File: config.mk
export PLATFORM = sky130hd
export DESIGN_NAME = exc_sequencer
export DESIGN_NICKNAME = d
export VERILOG_FILES = /design/src/rtl/cpu_pkg.sv /design/src/rtl/int_sync.sv /design/src/rtl/exc_sequencer.sv
export SDC_FILE = /design/constraint.sdc
export NUM_CORES = 1
export LEC_CHECK = 0
export ABC_CLOCK_PERIOD_IN_PS = 3900
export BUFFER_PORTS_ARGS = -buffer_cell sky130_fd_sc_hd__buf_4
export CAP_MARGIN = 20
export CORE_UTILIZATION = 30
export DETAILED_ROUTE_END_ITERATION = 7
export GPL_TIMING_DRIVEN = 0
export SETUP_SLACK_MARGIN = 0.05
export SLEW_MARGIN = 0
export SYNTH_ARGS = -nofsm -noshare
export SYNTH_HDL_FRONTEND = slang
export SYNTH_SLANG_ARGS = --single-unit
File: constraint.sdc
create_clock -name clk -period 3.9 [get_ports clk]
set_input_delay 0.78 -clock clk [delete_from_list [all_inputs] [get_ports clk]]
set_output_delay 0.78 -clock clk [all_outputs]
set_load 0.05 [all_outputs]
File: src/rtl/cpu_pkg.sv
// Shared CPU definitions: exception codes, handler entry address and
// the exception sequencer state encoding.
package cpu_pkg;

   localparam logic [4:0] EXC_INT  = 5'd0;
   localparam logic [4:0] EXC_ADEL = 5'd4;
   localparam logic [4:0] EXC_ADES = 5'd5;
   localparam logic [4:0] EXC_RI   = 5'd10;
   localparam logic [4:0] EXC_OV   = 5'd12;

   localparam logic [31:0] HANDLER_PC_DEF = 32'h0000_4180;

   typedef enum logic [1:0] {
      IDLE,
      FLUSH,
      REDIRECT
   } exc_state_e;

endpackage

File: src/rtl/int_sync.sv
// Multi-flop synchronizer for the asynchronous device interrupt lines.
// Ports: clk, reset (async high), hwint (raw lines), hwint_pend (synced).
module int_sync #(
   parameter int SYNC_STAGES = 2,
   parameter int WIDTH       = 6
) (
   input  logic             clk,
   input  logic             reset,
   input  logic [WIDTH-1:0] hwint,
   output logic [WIDTH-1:0] hwint_pend
);

   logic [SYNC_STAGES-1:0][WIDTH-1:0] sync_q;

   always_ff @(posedge clk or posedge reset) begin
      if (reset) begin
         sync_q <= '0;
      end else begin
         sync_q[0] <= hwint;
         for (int i = 1; i < SYNC_STAGES; i++) begin
            sync_q[i] <= sync_q[i-1];
         end
      end
   end

   assign hwint_pend = sync_q[SYNC_STAGES-1];

endmodule

File: src/rtl/exc_sequencer.sv
// Exception/interrupt entry and ERET sequencer between M stage and CP0.
// Inputs: M-stage instr info (m_*), hwint, CP0 SR/EPC. Outputs: CP0
// update strobes (cp0_*), hwint_pend, flush/stall, redirect, busy.
// Optional: EXC_SEQ_STATS_EN adds exc_count/eret_count saturating counters.
module exc_sequencer
   import cpu_pkg::*;
#(
   parameter logic [31:0] HANDLER_PC   = HANDLER_PC_DEF,
   parameter int          FLUSH_CYCLES = 2,
   parameter int          SYNC_STAGES  = 2
) (
   input  logic        clk,
   input  logic        reset,
   input  logic        m_valid,
   input  logic [31:0] m_pc,
   input  logic        m_bd,
   input  logic [4:0]  m_exccode,
   input  logic        m_eret,
   input  logic [5:0]  hwint,
   input  logic [5:0]  sr_im,
   input  logic        sr_ie,
   input  logic        sr_exl,
   input  logic [31:0] cp0_epc,
   output logic        cp0_exl_set,
   output logic        cp0_exl_clr,
   output logic [4:0]  cp0_exccode,
   output logic [31:0] cp0_epc_pc,
   output logic        cp0_bd,
   output logic [5:0]  hwint_pend,
   output logic        flush,
   output logic        stall,
   output logic        redirect_valid,
   output logic [31:0] redirect_pc,
`ifdef EXC_SEQ_STATS_EN
   output logic [15:0] exc_count,
   output logic [15:0] eret_count,
`endif
   output logic        busy
);

   localparam logic [3:0]  CNT_INIT = 4'(FLUSH_CYCLES - 1);
   localparam logic [31:0] WORD_MSK = 32'hFFFF_FFFC;

   exc_state_e  state_q;
   logic [3:0]  cnt_q;
   logic [31:0] target_q;

   logic idle, exc, irq, ert, enter, leave;
   logic [31:0] epc_calc;

   int_sync #(
      .SYNC_STAGES(SYNC_STAGES),
      .WIDTH      (6)
   ) u_sync (
      .clk       (clk),
      .reset     (reset),
      .hwint     (hwint),
      .hwint_pend(hwint_pend)
   );

   // Decisions only in IDLE; reset also masks them so outputs drop at once.
   assign idle  = (state_q == IDLE) & ~reset;
   assign exc   = m_valid & (m_exccode != EXC_INT) & ~sr_exl;
   assign irq   = m_valid & (|(hwint_pend & sr_im)) & sr_ie & ~sr_exl;
   assign ert   = m_valid & m_eret;
   assign enter = idle & (exc | irq);
   assign leave = idle & ert & ~exc & ~irq;

   // A delay-slot instruction restarts at its branch.
   assign epc_calc = (m_pc & WORD_MSK) - (m_bd ? 32'd4 : 32'd0);

   assign cp0_exl_set    = enter;
   assign cp0_exl_clr    = leave;
   assign cp0_exccode    = (enter & exc) ? m_exccode : EXC_INT;
   assign cp0_bd         = enter & m_bd;
   assign cp0_epc_pc     = enter ? epc_calc : 32'd0;
   assign flush          = enter | leave | (state_q == FLUSH);
   assign stall          = (state_q != IDLE);
   assign redirect_valid = (state_q == REDIRECT);
   assign redirect_pc    = target_q;
   assign busy           = (state_q != IDLE);

   always_ff @(posedge clk or posedge reset) begin
      if (reset) begin
         state_q  <= IDLE;
         cnt_q    <= 4'd0;
         target_q <= HANDLER_PC;
      end else begin
         unique case (state_q)
            IDLE: begin
               if (enter) begin
                  target_q <= HANDLER_PC;
                  cnt_q    <= CNT_INIT;
                  state_q  <= FLUSH;
               end else if (leave) begin
                  target_q <= cp0_epc & WORD_MSK;
                  cnt_q    <= CNT_INIT;
                  state_q  <= FLUSH;
               end
            end
            FLUSH: begin
               if (cnt_q == 4'd0) begin
                  state_q <= REDIRECT;
               end else begin
                  cnt_q <= cnt_q - 4'd1;
               end
            end
            REDIRECT: begin
               state_q <= IDLE;
            end
            default: begin
               state_q <= IDLE;
            end
         endcase
      end
   end

`ifdef EXC_SEQ_STATS_EN
   logic [15:0] exc_cnt_q;
   logic [15:0] eret_cnt_q;

   always_ff @(posedge clk or posedge reset) begin
      if (reset) begin
         exc_cnt_q  <= 16'd0;
         eret_cnt_q <= 16'd0;
      end else begin
         if (enter && exc_cnt_q != 16'hFFFF) begin
            exc_cnt_q <= exc_cnt_q + 16'd1;
         end
         if (leave && eret_cnt_q != 16'hFFFF) begin
            eret_cnt_q <= eret_cnt_q + 16'd1;
         end
      end
   end

   assign exc_count  = exc_cnt_q;
   assign eret_count = eret_cnt_q;
`endif

endmodule

==> results.cfg <==
[outcome]
outcome = completed

[timing]
fin_worst_skew_ns = 0.00539
slew_viol_final = 0
setup_viol = 0
final_hold_viol_count = 0
setup_tns_ns = 0
final.min_clock_period_ns = 3.76
fin_crit_sh_pct = 96.4
tightest_slew_ns = 0.823
clock.fmax_ghz = 0.266
relSlewSlack_pct = 44.6
hold_slack_ns = 0.353
layout_setup_ws_ns = 0.141

[cts]
holdBufCountCts = 0
cts_buffers = 5
tritoncts = done
ctsLongestPathBuffers = 2
clkTransAtPathRegs_ns = 0.08
clk_latency_ns = 0.29
clock_sinks = 48
htree_levels = 2
clock-root-buffer = clkbuf_8

[drt]
drc = 0
drtIter0Drc = 88
drt-wirelength-per-cell_um = 14.7
drt_first_pass_iters = 4
routed_wl_um = 8390
num_vias = 2850
detail-route-antenna-nets = 0
viasPerCell = 5.00

[layout]
seqCellArea_um2 = 1200
num_antenna_cells = 0
nFillCells = 856
layout.nets = 553
synthToLayoutAreaGrowth_pct = 57.5
layout-drive-gt1-share_pct = 44.2
multi_input_area_um2 = 1360

[hold_path]
hold_path.class = register to register
hold_depth = 0
min_from = u_sync.sync_q[3]

[global_route]
grt_antenna_before_repair = 0
grt_pass1_vias = 2791
grt.overflow.total = 0
grt_pass1_wl_um = 13800
grt_use_total_pct = 17.9
grt_max_degree = 39

[power_and_ir_drop]
seqPwrFrac_pct = 30.9
totalPowerFinal_mw = 2.35
p_per_area_nw_per_um2 = 551
ir_drop_uv = 534
pwr-share-clk_pct = 16.3
p_comb_share_pct = 52.8
p_leak_nw = 2.08
p_int_mw = 1.29
p_sw_mw = 1.06
switching_share_pct = 45.1

[logic_synthesis]
synth_top_cell_area_share_pct = 41.5
ys.flop_type = dfrtp_1
syn_area_um2 = 2710
synth_top_area_cell = dfrtp_1
synth_area_per_cell_um2 = 9.45
netlist_instances = 287
ys_seq_area_share_pct = 44.4
synth_edf_count = 0
ys_warn_count = 0
synth.distinct_cells = 42
ys_ff_latch = 48
synth.area.top_cells = dfrtp_1, a22o_1, or4_1, nor2_1, o31ai_1
async_reset_ff_share_pct = 100

[worst_setup_path]
crit_required_ns = 3.12
startpoint_type = input port
worst-path-max-fanout = 6
arrival_ns = 2.98
criticalPathCategory = input port to output pin
r2r_cells = 5
reg2reg_from = state_q[1]
startpoint = m_pc[2]
cp-end-kind = output pin

[die]
core-area_um2 = 8720
die_area_um2 = 9420
start_util_pct = 31.1
dieWidth_um = 97.1
die_height_um = 97.1
row_count = 34
ios = 170

[job]
drv_cap = 0

[placement]
dp_hpwl_um = 6650
post-place-ws_ns = -0.231
portBuffers = 161
gp_congestion = 0.906
power groups by stage:
stage,Sequential [mW],Clock [mW],Combinational [mW]
after floorplan,1.09,0,0.488
after global placement,0.734,0,1.24
after detailed placement,0.726,0,1.25
after CTS,0.728,0.399,1.25
after global routing,0.753,0.422,1.32
final,0.728,0.383,1.24
cells by family (layout without fill, tap and decap cells):
group / Yosys count / in the layout / synth area share, %
AO/OA/AOI/OAI: 76 / 76 / 20.8
XOR/XNOR: 11 / 11 / 3.55
adder cells (fa/ha/maj): 4 / 4 / 1.85
buffers and inverters: 41 / 213 / 7.20
flip-flops: 48 / 48 / 44.4
other: 1 / 4 / 0.138
AND/OR/NAND/NOR: 106 / 106 / 22.0
metrics by stage:
stage          util, %  instances  instance area [um^2]
2_1_floorplan        -        290                  2730
3_3_place_gp      46.7        559                  4070
3_5_place_dp      46.9        560                  4090
4_1_cts           48.6        568                  4240
5_1_grt           49.0        570                  4270
6_report          49.0        570                  4270
cells in the final DEF, fill, tap and decap left out, types with 7 or more instances in the layout:
cell,n
buf_4,173
clkbuf_8,7
nor4_1,8
o31ai_1,13
dfrtp_1,45
clkbuf_1,12
nand2_1,12
inv_1,14
a21oi_1,16
a22o_1,27
nor2_1,27
or4_1,14
cell usage after synthesis, types with 2 or more instances:
cell,count
xnor2_1,5
or3_1,5
a311o_1,2
xor2_1,6
nor4_1,8
a21boi_0,2
buf_4,11
dfrtp_1,45
a21oi_1,18
nor2b_1,4
a22oi_1,6
ha_1,4
nand2_1,13
nand2b_1,3
or2_2,3
nand3_1,5
or4_1,14
o31ai_1,13
nor3b_1,2
nor2_1,27
a22o_1,27
nor3_1,5
inv_1,15
and3_1,6
o21ai_0,2
nand4_1,4
dfstp_2,3
clkbuf_1,15
final timing paths:
check	endpoint	slack (ns)
setup / recovery	cp0_epc_pc[31]	0.14
setup reg to reg	redirect_pc[27]	1.64
max in group asynchronous	redirect_pc[14]	2.94
min in group asynchronous	redirect_pc[22]	0.42
hold reg to reg	u_sync.hwint_pend[3]	0.35
hold / removal	u_sync.hwint_pend[3]	0.35
worst max-delay path: stages:
cell,delay (ns)
buf_4,0.11
inv_1,0.04
ha_1,0.21
or4b_1,0.44
clkbuf_2,0.16
or4_1,0.43
or4_1,0.44
a21oi_2,0.18
buf_6,0.18
cell type report:
class / instances / area share [%]
clock inverter: 1 / 0.703
buffer: 26 / 3.34
timing repair buffer: 164 / 29.2
inverter: 15 / 1.32
clock buffer: 7 / 2.26
multi-input combinational: 201 / 31.8
sequential: 48 / 28.2
tap: 108 / 3.16
repair_timing:
item                                    4_1_cts  5_1_grt
gates resized for setup                       3        8
pin swaps                                     0        1
setup buffers                                 0        2
cloned                                        0        0
endpoints found under the setup margin        4        9
metal layers:
layer / vias to the layer above / GRT usage (%) / share of wire (%)
met1: 1286 / 23.7 / 43
met5: - / 0 / 0
met3: 6 / 4.96 / 11
met2: 163 / 28.8 / 45
met4: 0 / 4.71 / 0.95
li1: 1395 / - / -
state kept, by name (all words and copies together) (netlist names):
signal	flops
state_q	2
u_sync.sync_q	6
cnt_q	4
redirect_pc	30
u_sync.hwint_pend	6
Note: power is estimated with default switching activity, not from simulation.
